`config.mk`:
```
export PLATFORM = sky130hd
export DESIGN_NAME = traffic_sink
export DESIGN_NICKNAME = d
export VERILOG_FILES = /design/src/rtl/router_pkg.sv /design/src/rtl/sink_fifo.sv /design/src/rtl/traffic_sink.sv
export SDC_FILE = /design/constraint.sdc
export NUM_CORES = 1
export LEC_CHECK = 0
export BUFFER_PORTS_ARGS = -buffer_cell sky130_fd_sc_hd__buf_2
export CORE_MARGIN = 2
export CORE_UTILIZATION = 32
export CTS_CLUSTER_SIZE = 25
export DETAILED_ROUTE_END_ITERATION = 10
export SYNTH_ARGS = -nofsm -noshare
export SYNTH_HDL_FRONTEND = slang
export SYNTH_SLANG_ARGS = --single-unit
```
`constraint.sdc`:
```
create_clock -name clk -period 2.5 [get_ports clk]
set_input_delay 0.25 -clock clk [delete_from_list [all_inputs] [get_ports clk]]
set_output_delay 0.25 -clock clk [all_outputs]
set_load 0.01 [all_outputs]
```
`src/rtl/router_pkg.sv`:
```
// Shared flit format and link handshake definitions for the mesh router
// and its local-port endpoints (traffic generator / traffic sink).
package router_pkg;

  localparam int COORD_W   = 4;
  localparam int PAYLOAD_W = 16;

  typedef enum logic [1:0] {
    HEAD      = 2'd0,
    BODY      = 2'd1,
    TAIL      = 2'd2,
    HEAD_TAIL = 2'd3
  } flit_type_t;

  typedef struct packed {
    flit_type_t           flit_type;
    logic [COORD_W-1:0]   dst_x;
    logic [COORD_W-1:0]   dst_y;
    logic [PAYLOAD_W-1:0] payload;
  } FLIT_t;

  // Link handshake: the sender may assert req only while the receiver's
  // on_off is LINK_ON; the receiver drops it early enough to absorb the
  // flits still in flight over the link round-trip.
  localparam logic LINK_ON  = 1'b1;
  localparam logic LINK_OFF = 1'b0;

  typedef enum logic {
    CHK_IDLE   = 1'b0,
    CHK_IN_PKT = 1'b1
  } chk_state_t;

  function automatic logic is_head(input flit_type_t t);
    return (t == HEAD) || (t == HEAD_TAIL);
  endfunction

endpackage

```
`src/rtl/sink_fifo.sv`:
```
// Synchronous FIFO for the traffic sink; pops are suppressed when empty and
// pushes are refused when full unless a pop frees the slot in the same cycle.
module sink_fifo
  import router_pkg::*;
#(
  parameter int  DEPTH = 4,
  parameter type T     = FLIT_t
) (
  input  logic                       clk,
  input  logic                       reset,
  input  logic                       push_i,
  input  logic                       pop_i,
  input  T                           data_i,
  output T                           data_o,
  output logic                       full_o,
  output logic                       empty_o,
  output logic [$clog2(DEPTH+1)-1:0] count_o,
  output logic [$clog2(DEPTH+1)-1:0] count_next_o
);

  localparam int PW = $clog2(DEPTH);
  localparam int CW = $clog2(DEPTH + 1);
  localparam logic [PW-1:0] PTR_ONE = PW'(1);
  localparam logic [CW-1:0] CNT_ONE = CW'(1);
  localparam logic [CW-1:0] CNT_MAX = CW'(DEPTH);

  T               mem_q [DEPTH];
  logic [PW-1:0]  rd_ptr_q, rd_ptr_d;
  logic [PW-1:0]  wr_ptr_q, wr_ptr_d;
  logic [CW-1:0]  count_q, count_d;
  logic           do_push, do_pop;

  assign full_o  = (count_q == CNT_MAX);
  assign empty_o = (count_q == '0);
  assign do_pop  = pop_i && !empty_o;
  assign do_push = push_i && (!full_o || do_pop);

  always_comb begin
    rd_ptr_d = rd_ptr_q;
    wr_ptr_d = wr_ptr_q;
    count_d  = count_q;
    if (do_pop)  rd_ptr_d = rd_ptr_q + PTR_ONE;
    if (do_push) wr_ptr_d = wr_ptr_q + PTR_ONE;
    unique case ({do_push, do_pop})
      2'b10:   count_d = count_q + CNT_ONE;
      2'b01:   count_d = count_q - CNT_ONE;
      default: count_d = count_q;
    endcase
  end

  always_ff @(posedge clk) begin
    if (reset) begin
      rd_ptr_q <= '0;
      wr_ptr_q <= '0;
      count_q  <= '0;
    end else begin
      rd_ptr_q <= rd_ptr_d;
      wr_ptr_q <= wr_ptr_d;
      count_q  <= count_d;
    end
  end

  // Storage carries no reset; pointers alone define what is valid.
  always_ff @(posedge clk) begin
    if (do_push) mem_q[wr_ptr_q] <= data_i;
  end

  assign data_o       = mem_q[rd_ptr_q];
  assign count_o      = count_q;
  assign count_next_o = count_d;

endmodule

```
`src/rtl/traffic_sink.sv`:
```
// Local-port consumer: buffers router flits, drains them at a programmable
// rate and checks packet ordering and head-flit destination.
module traffic_sink
  import router_pkg::*;
#(
  parameter int XADDR         = 0,
  parameter int YADDR         = 0,
  parameter int FIFO_DEPTH    = 4,
  parameter int OFF_THRESHOLD = 2,
  parameter int DRAIN_PERIOD  = 1,
  parameter int CNT_W         = 16
) (
  input  logic                            clk,
  input  logic                            reset,
  input  FLIT_t                           i_flit,
  input  logic                            i_req,
  input  logic                            i_drain_en,
  output logic                            o_on_off,
  output logic [$clog2(FIFO_DEPTH+1)-1:0] o_occupancy,
  output logic [CNT_W-1:0]                o_flit_count,
  output logic [CNT_W-1:0]                o_pkt_count,
  output logic [CNT_W-1:0]                o_dest_err_count,
  output logic [CNT_W-1:0]                o_proto_err_count,
  output logic                            o_overflow
);

  localparam int OCC_W = $clog2(FIFO_DEPTH + 1);
  localparam int DRN_W = $clog2(DRAIN_PERIOD + 1);
  localparam logic [OCC_W-1:0]   ON_LIMIT = OCC_W'(FIFO_DEPTH - OFF_THRESHOLD);
  localparam logic [DRN_W-1:0]   DRN_LAST = DRN_W'(DRAIN_PERIOD - 1);
  localparam logic [DRN_W-1:0]   DRN_ONE  = DRN_W'(1);
  localparam logic [CNT_W-1:0]   CNT_ONE  = CNT_W'(1);
  localparam logic [COORD_W-1:0] MY_X     = COORD_W'(XADDR);
  localparam logic [COORD_W-1:0] MY_Y     = COORD_W'(YADDR);

  function automatic logic [CNT_W-1:0] sat_inc(input logic [CNT_W-1:0] c,
                                               input logic             en);
    return (en && (c != '1)) ? c + CNT_ONE : c;
  endfunction

  FLIT_t             pop_flit;
  logic              fifo_full, fifo_empty;
  logic [OCC_W-1:0]  occ, occ_next;
  logic              push, pop, tick;
  logic [DRN_W-1:0]  drn_cnt_q, drn_cnt_d;
  logic              on_off_q, on_off_d;
  logic              ovf_q, ovf_d;
  chk_state_t        state_q, state_d;
  logic              pkt_inc, dest_inc, proto_inc, dest_bad;
  logic [CNT_W-1:0]  flit_cnt_q, flit_cnt_d;
  logic [CNT_W-1:0]  pkt_cnt_q, pkt_cnt_d;
  logic [CNT_W-1:0]  dest_cnt_q, dest_cnt_d;
  logic [CNT_W-1:0]  proto_cnt_q, proto_cnt_d;
  logic              unused_payload;

  // The checker never looks at payload contents.
  assign unused_payload = ^pop_flit.payload;

  assign pop  = tick && !fifo_empty;
  assign push = i_req && (!fifo_full || pop);

  sink_fifo #(
    .DEPTH (FIFO_DEPTH),
    .T     (FLIT_t)
  ) u_fifo (
    .clk          (clk),
    .reset        (reset),
    .push_i       (push),
    .pop_i        (pop),
    .data_i       (i_flit),
    .data_o       (pop_flit),
    .full_o       (fifo_full),
    .empty_o      (fifo_empty),
    .count_o      (occ),
    .count_next_o (occ_next)
  );

  always_comb begin
    tick      = i_drain_en && (drn_cnt_q == DRN_LAST);
    drn_cnt_d = drn_cnt_q + DRN_ONE;
    if (!i_drain_en || tick) drn_cnt_d = '0;
  end

  assign on_off_d = (occ_next <= ON_LIMIT) ? LINK_ON : LINK_OFF;
  assign ovf_d    = ovf_q || (i_req && fifo_full && !pop);

  always_ff @(posedge clk) begin
    if (reset) begin
      drn_cnt_q <= '0;
      on_off_q  <= LINK_OFF;
      ovf_q     <= 1'b0;
    end else begin
      drn_cnt_q <= drn_cnt_d;
      on_off_q  <= on_off_d;
      ovf_q     <= ovf_d;
    end
  end

  // Checker FSM: state register
  always_ff @(posedge clk) begin
    if (reset) state_q <= CHK_IDLE;
    else       state_q <= state_d;
  end

  // Checker FSM: next state. A head always (re)starts a packet, even one
  // that arrives mid-packet, so the outcome depends only on the flit type.
  always_comb begin
    state_d = state_q;
    if (pop) begin
      unique case (pop_flit.flit_type)
        HEAD:      state_d = CHK_IN_PKT;
        HEAD_TAIL: state_d = CHK_IDLE;
        TAIL:      state_d = CHK_IDLE;
        default:   state_d = state_q;
      endcase
    end
  end

  // Checker FSM: per-flit event outputs
  always_comb begin
    dest_bad  = (pop_flit.dst_x != MY_X) || (pop_flit.dst_y != MY_Y);
    pkt_inc   = 1'b0;
    dest_inc  = 1'b0;
    proto_inc = 1'b0;
    if (pop) begin
      dest_inc = is_head(pop_flit.flit_type) && dest_bad;
      if (state_q == CHK_IDLE) begin
        proto_inc = !is_head(pop_flit.flit_type);
        pkt_inc   = (pop_flit.flit_type == HEAD_TAIL);
      end else begin
        proto_inc = is_head(pop_flit.flit_type);
        pkt_inc   = (pop_flit.flit_type == TAIL) ||
                    (pop_flit.flit_type == HEAD_TAIL);
      end
    end
  end

  always_comb begin
    flit_cnt_d  = sat_inc(flit_cnt_q,  pop);
    pkt_cnt_d   = sat_inc(pkt_cnt_q,   pkt_inc);
    dest_cnt_d  = sat_inc(dest_cnt_q,  dest_inc);
    proto_cnt_d = sat_inc(proto_cnt_q, proto_inc);
  end

  always_ff @(posedge clk) begin
    if (reset) begin
      flit_cnt_q  <= '0;
      pkt_cnt_q   <= '0;
      dest_cnt_q  <= '0;
      proto_cnt_q <= '0;
    end else begin
      flit_cnt_q  <= flit_cnt_d;
      pkt_cnt_q   <= pkt_cnt_d;
      dest_cnt_q  <= dest_cnt_d;
      proto_cnt_q <= proto_cnt_d;
    end
  end

  assign o_on_off          = on_off_q;
  assign o_occupancy       = occ;
  assign o_flit_count      = flit_cnt_q;
  assign o_pkt_count       = pkt_cnt_q;
  assign o_dest_err_count  = dest_cnt_q;
  assign o_proto_err_count = proto_cnt_q;
  assign o_overflow        = ovf_q;

endmodule
```
* After elaboration in Yosys (flattened, before gate mapping)
Memory sizes are Yosys's and may differ from the RTL's. A register that Yosys moved wholly into a read port is not among the register bits. Index checks and enable logic that the tools add are counted.
Word-level totals: register bits after elaboration 75, RAM bits 104, bits of input ports 30, output and inout bits 69, logic and storage cells 76, memories kept 1
Memories:
- u_fifo.mem_q | depth 4, width 26, read ports 1, clocked after Yosys merged registers in 1, write ports 1, line sink_fifo.sv:27 | T mem_q [DEPTH];
Cells by class: add/sub/neg operators 9, order comparisons 1, equal/unequal tests 9, muxes and demuxes 12, bitwise gates (word level) 1, reduce and logical (&&, ||, !) cells 32
Operator list (count):
- $add 16x1->16 const B | 4
- $ne 16x16->1 const B | 4
- $logic_and 1x1->1 | 12
- $mux 1 | 8
- $reduce_bool 4->1 | 2
- $logic_or 1x1->1 | 7
- $eq 2x2->1 const B | 3
- $pmux 3 s2 | 1
- $logic_not 1->1 | 5
- $add 2x1->2 const B | 2
- $mux 2 | 2
- $reduce_or 2->1 | 2
- $add 3x1->3 const B | 1
- $eq 3x3->1 const B | 1
- $le 3x2->1 const B | 1
- $logic_not 3->1 | 1
- $sub 3x1->3 const B | 1
- $eq 2x1->1 const B | 1
- $logic_not 2->1 | 1
- $pmux 1 s2 | 1
- $reduce_and 2->1 | 1
- $reduce_bool 2->1 | 1
- $add 1x1->1 const B | 1
- $not 1->1 | 1

* Longest topological paths before layout
depth in word-level cells 10, gate-level depth with buffers 10, gate-level depth less buffers 10

* By module
A second synthesis with hierarchy kept.
Second synthesis, totals: cell total of the unflattened synthesis 621, area, all modules 8002.7 µm²
Modules (own cells, without submodules):
- sink_fifo | instances 1, cells each 206, area an instance 4401.7 µm², sequential area each 3303.2 µm²
- traffic_sink | instances 1, cells each 415, area an instance 3601.0 µm², sequential area each 1361.3 µm²

* Worst setup path after synthesis
Ideal clock, no wire load.
kind reg-to-reg, from reg (tool-made name), to reg pkt_cnt_q[15] (netlist: o_pkt_count[15]), setup time 0.070 ns, arrival time 2.478 ns, required time 2.430 ns, slack -0.048 ns, cell stages (with the launch flop) 9, buffers on the path 0, clock period less this slack 2.548 ns, cells stage by stage dfxtp_1 -> mux4_2 -> inv_1 -> ha_1 -> a21oi_1 -> or4_4 -> a21o_4 -> or4_1 -> a21oi_1
RTL lines:
- end signal: assignment | line traffic_sink.sv:153 | pkt_cnt_q <= pkt_cnt_d;
- end: declaration | line traffic_sink.sv:51 | logic [CNT_W-1:0] pkt_cnt_q, pkt_cnt_d;

==> impl_metrics.py <==
metrics = {
    "power": {
        "ir_drop_mv": 0.476,
        "powerDensity_nw_per_um2": 734,
        "leakage_nw": 2.52,
    },
    "detailed_routing": {
        "routed_wl_um": 12200,
        "ant_nets": 0,
        "viasPerCell": 5.11,
        "dr.pass1.iters": 4,
        "drc_errors": 0,
        "dr_total_vias": 4295,
        "wl_per_cell_um": 14.5,
        "drt_iter0_drc": 202,
    },
    "synth": {
        "netlist_area_um2": 5250,
        "ys_async_sr_fraction": 0,
        "ys_warn_count": 0,
        "synth-seq-cells": 117,
        "yosysSeqAreaShare": 0.523,
        "ys.flop_type": "dfxtp_1",
        "syn_nets": 554,
        "synth_edf_count": 40,
        "synthDistinctLibCells": 50,
        "syn_area_per_cell_um2": 10.3,
        "synthCells": 511,
    },
    "timing": {
        "worst_pin_slew_ns": 0.901,
        "setup_viol": 0,
        "hold_viol": 0,
        "slew_viol_final": 0,
        "fin_crit_sh": 0.990,
        "fin_crit_ns": 2.48,
        "clock.fmax_mhz": 404,
        "holdWs_ns": 0.0532,
        "fin_skew_ns": 0.00834,
        "maxSlewHeadroom": 0.399,
        "rsz0062_at_grt": "true",
    },
    "final_layout": {
        "drive_gt1_frac": 0.258,
        "layout_commonest_cell": "buf_2",
        "final_cell_mix": "buf_2, dfxtp_1, nor2_1",
        "nNetsFinal": 655,
        "area_growth_pct": 27.9,
        "stdcell_area_um2": 6710,
        "insertedDiodeCount": 0,
        "fin_util": 0.421,
    },
    "worst_hold_path": {
        "whs_path_depth": 1,
        "hold_end": "u_fifo.mem_q[3][25]$_DFFE_PP_",
        "min_from": "i_flit[25]",
        "hp-class": "in2reg",
    },
    "critical_path": {
        "cp_num_buf_inv": 1,
        "start_kind": "flip-flop",
        "crit_type": "reg2reg",
        "worstSetupEndpointType": "flip-flop",
        "cp_slowest_stage_delay_ns": 0.51,
        "path_depth": 8,
        "critPathTopFamily": "simple AND/OR/NAND/NOR gates",
        "worstPathCellList": "mux4_2 -> inv_2 -> ha_4 -> a21oi_2 -> or4_4 -> a21o_4 -> or4_1 -> a21oi_1",
        "ff2ff_path_depth": 8,
        "rrSetupSlack_ns": 0.02,
        "reg2reg_to": "o_pkt_count[15]$_SDFFE_PP0P_",
        "slowest_stage": "mux4_2",
        "required_ns": 2.83,
        "worstPathArrival_ns": 2.81,
        "crit_fanout": 6,
    },
    "clocking": {
        "cts_tree": "built",
        "cts.htree.levels": 4,
        "clk_pin_slew_ns": 0.06,
        "root_buffer": "clkbuf_16",
        "cts_sinks": 117,
        "clkLatencyLatePin_ns": 0.41,
        "cts_buffer_depth": 2,
        "cts_buffers": 17,
    },
    "grt": {
        "gr-usage-all-layers": 0.141,
        "met3_usage": 0.0442,
        "grt_overflow_total": 0,
        "grt_start_max_net_pins": 48,
        "grt_use_met1": 0.167,
        "antenna_found_initial": 0,
        "use_met2": 0.233,
        "top_usage_layer": "met2",
        "grt_pass1_vias": 4087,
        "grt_pass1_wl_um": 19800,
    },
    "floorplanning": {
        "pin_count": 99,
        "die_w_um": 132,
        "rows": 46,
        "core-area_um2": 15900,
        "start_util": 0.329,
        "die_h_um": 132,
        "dieArea_um2": 17400,
    },
    "status": {
        "status": "complete, no violations",
    },
    "place": {
        "dpl_cell_area_um2": 5990,
        "numPortBuffers": 82,
        "hpwl_um": 8620,
        "routabilityCongestion": 0.824,
    },
    "flow_run": {
        "cap_violations": 0,
    },
}
[layout make-up]
type / instances / area, um^2
Fill cell: 1571 / 9230
Sequential cell: 117 / 2750
Multi-Input combinational cell: 366 / 2520
Timing Repair Buffer: 99 / 551
Clock buffer: 18 / 429
Tap cell: 216 / 270
Clock inverter: 14 / 155
Inverter: 11 / 41.3
[flip-flops by register name (all words and copies together) (netlist names), named ones only]
signal / count
o_overflow: 1
u_fifo.rd_ptr_q: 2
u_fifo.count_o: 3
drn_cnt_q: 1
o_pkt_count: 16
u_fifo.mem_q: 40
state_q: 1
u_fifo.wr_ptr_q: 2
o_on_off: 1
o_dest_err_count: 16
o_proto_err_count: 16
o_flit_count: 16
[power by group]
group / total [W] / leakage [nW] / internal (W) / switching, W
clock: 0.00238 / 0.281 / 0.00147 / 0.000905
sequential: 0.00210 / 0.990 / 0.00205 / 0.0000472
combinational: 0.000455 / 1.25 / 0.000199 / 0.000256
total: 0.00493 / 2.52 / 0.00372 / 0.00121
[per-layer routing]
| metal | up-vias | part of all wire |
|---|---|---|
| li1 | 2091 | - |
| met1 | 2075 | 0.44 |
| met2 | 109 | 0.49 |
| met3 | 20 | 0.048 |
| met4 | 0 | 0.021 |
| met5 | - | 0 |
[worst max path at each step]
stage,start,endpoint
floorplan,flip-flop,o_pkt_count[15]$_SDFFE_PP0P_
global placement,flip-flop,o_pkt_count[7]$_SDFFE_PP0P_
detailed placement,flip-flop,o_pkt_count[15]$_SDFFE_PP0P_
CTS,flip-flop,o_pkt_count[9]$_SDFFE_PP0P_
global route,flip-flop,o_pkt_count[13]$_SDFFE_PP0P_
finish,flip-flop,o_pkt_count[15]$_SDFFE_PP0P_
[Yosys cell counts (all sizes together) (13+ instances only)]
master / count / share of area
clkbuf: 13 / 0.0093
nor3: 17 / 0.018
xnor2: 30 / 0.050
nor2: 62 / 0.044
nand4: 19 / 0.023
dfxtp: 77 / 0.29
edfxtp: 40 / 0.23
and4: 13 / 0.022
nand3: 26 / 0.025
nand2: 28 / 0.021
a21oi: 20 / 0.019
nor4: 13 / 0.015
xor2: 13 / 0.022
[through the flow]
step	power (W)	setup slack [ns]	std cells	setup TNS, ns
3_5_place_dp	0.00255	-0.0879	807	-0.594
3_3_place_gp	0.00253	-0.0399	807	-0.156
6_report	0.00493	0.0248	841	0
4_1_cts	0.00497	0.00331	841	0
5_1_grt	0.00513	-0.0528	841	-0.149
2_1_floorplan	0.00238	0.0122	511	0
[timing repair]
action                     in CTS  in global routing
hold buffers                    0                  0
cloned                          0                  0
setup endpoints to repair      14                 23
resized for setup               6                 17
pin swaps                       4                  3
setup buffers                   2                  0
[cells by family (layout without fill, tap and decap cells)]
| family | count (synthesis) | count (layout) | synth area share |
|---|---|---|---|
| other cells | 1 | 1 | 0.000715 |
| simple gates | 240 | 240 | 0.252 |
| fa+ha+maj | 13 | 13 | 0.0324 |
| mux | 13 | 13 | 0.0312 |
| compound gates | 56 | 56 | 0.0689 |
| xor+xnor | 43 | 43 | 0.0718 |
| flops | 117 | 117 | 0.523 |
| buf+inv | 28 | 142 | 0.0205 |
(Power assumes the default switching activity.)
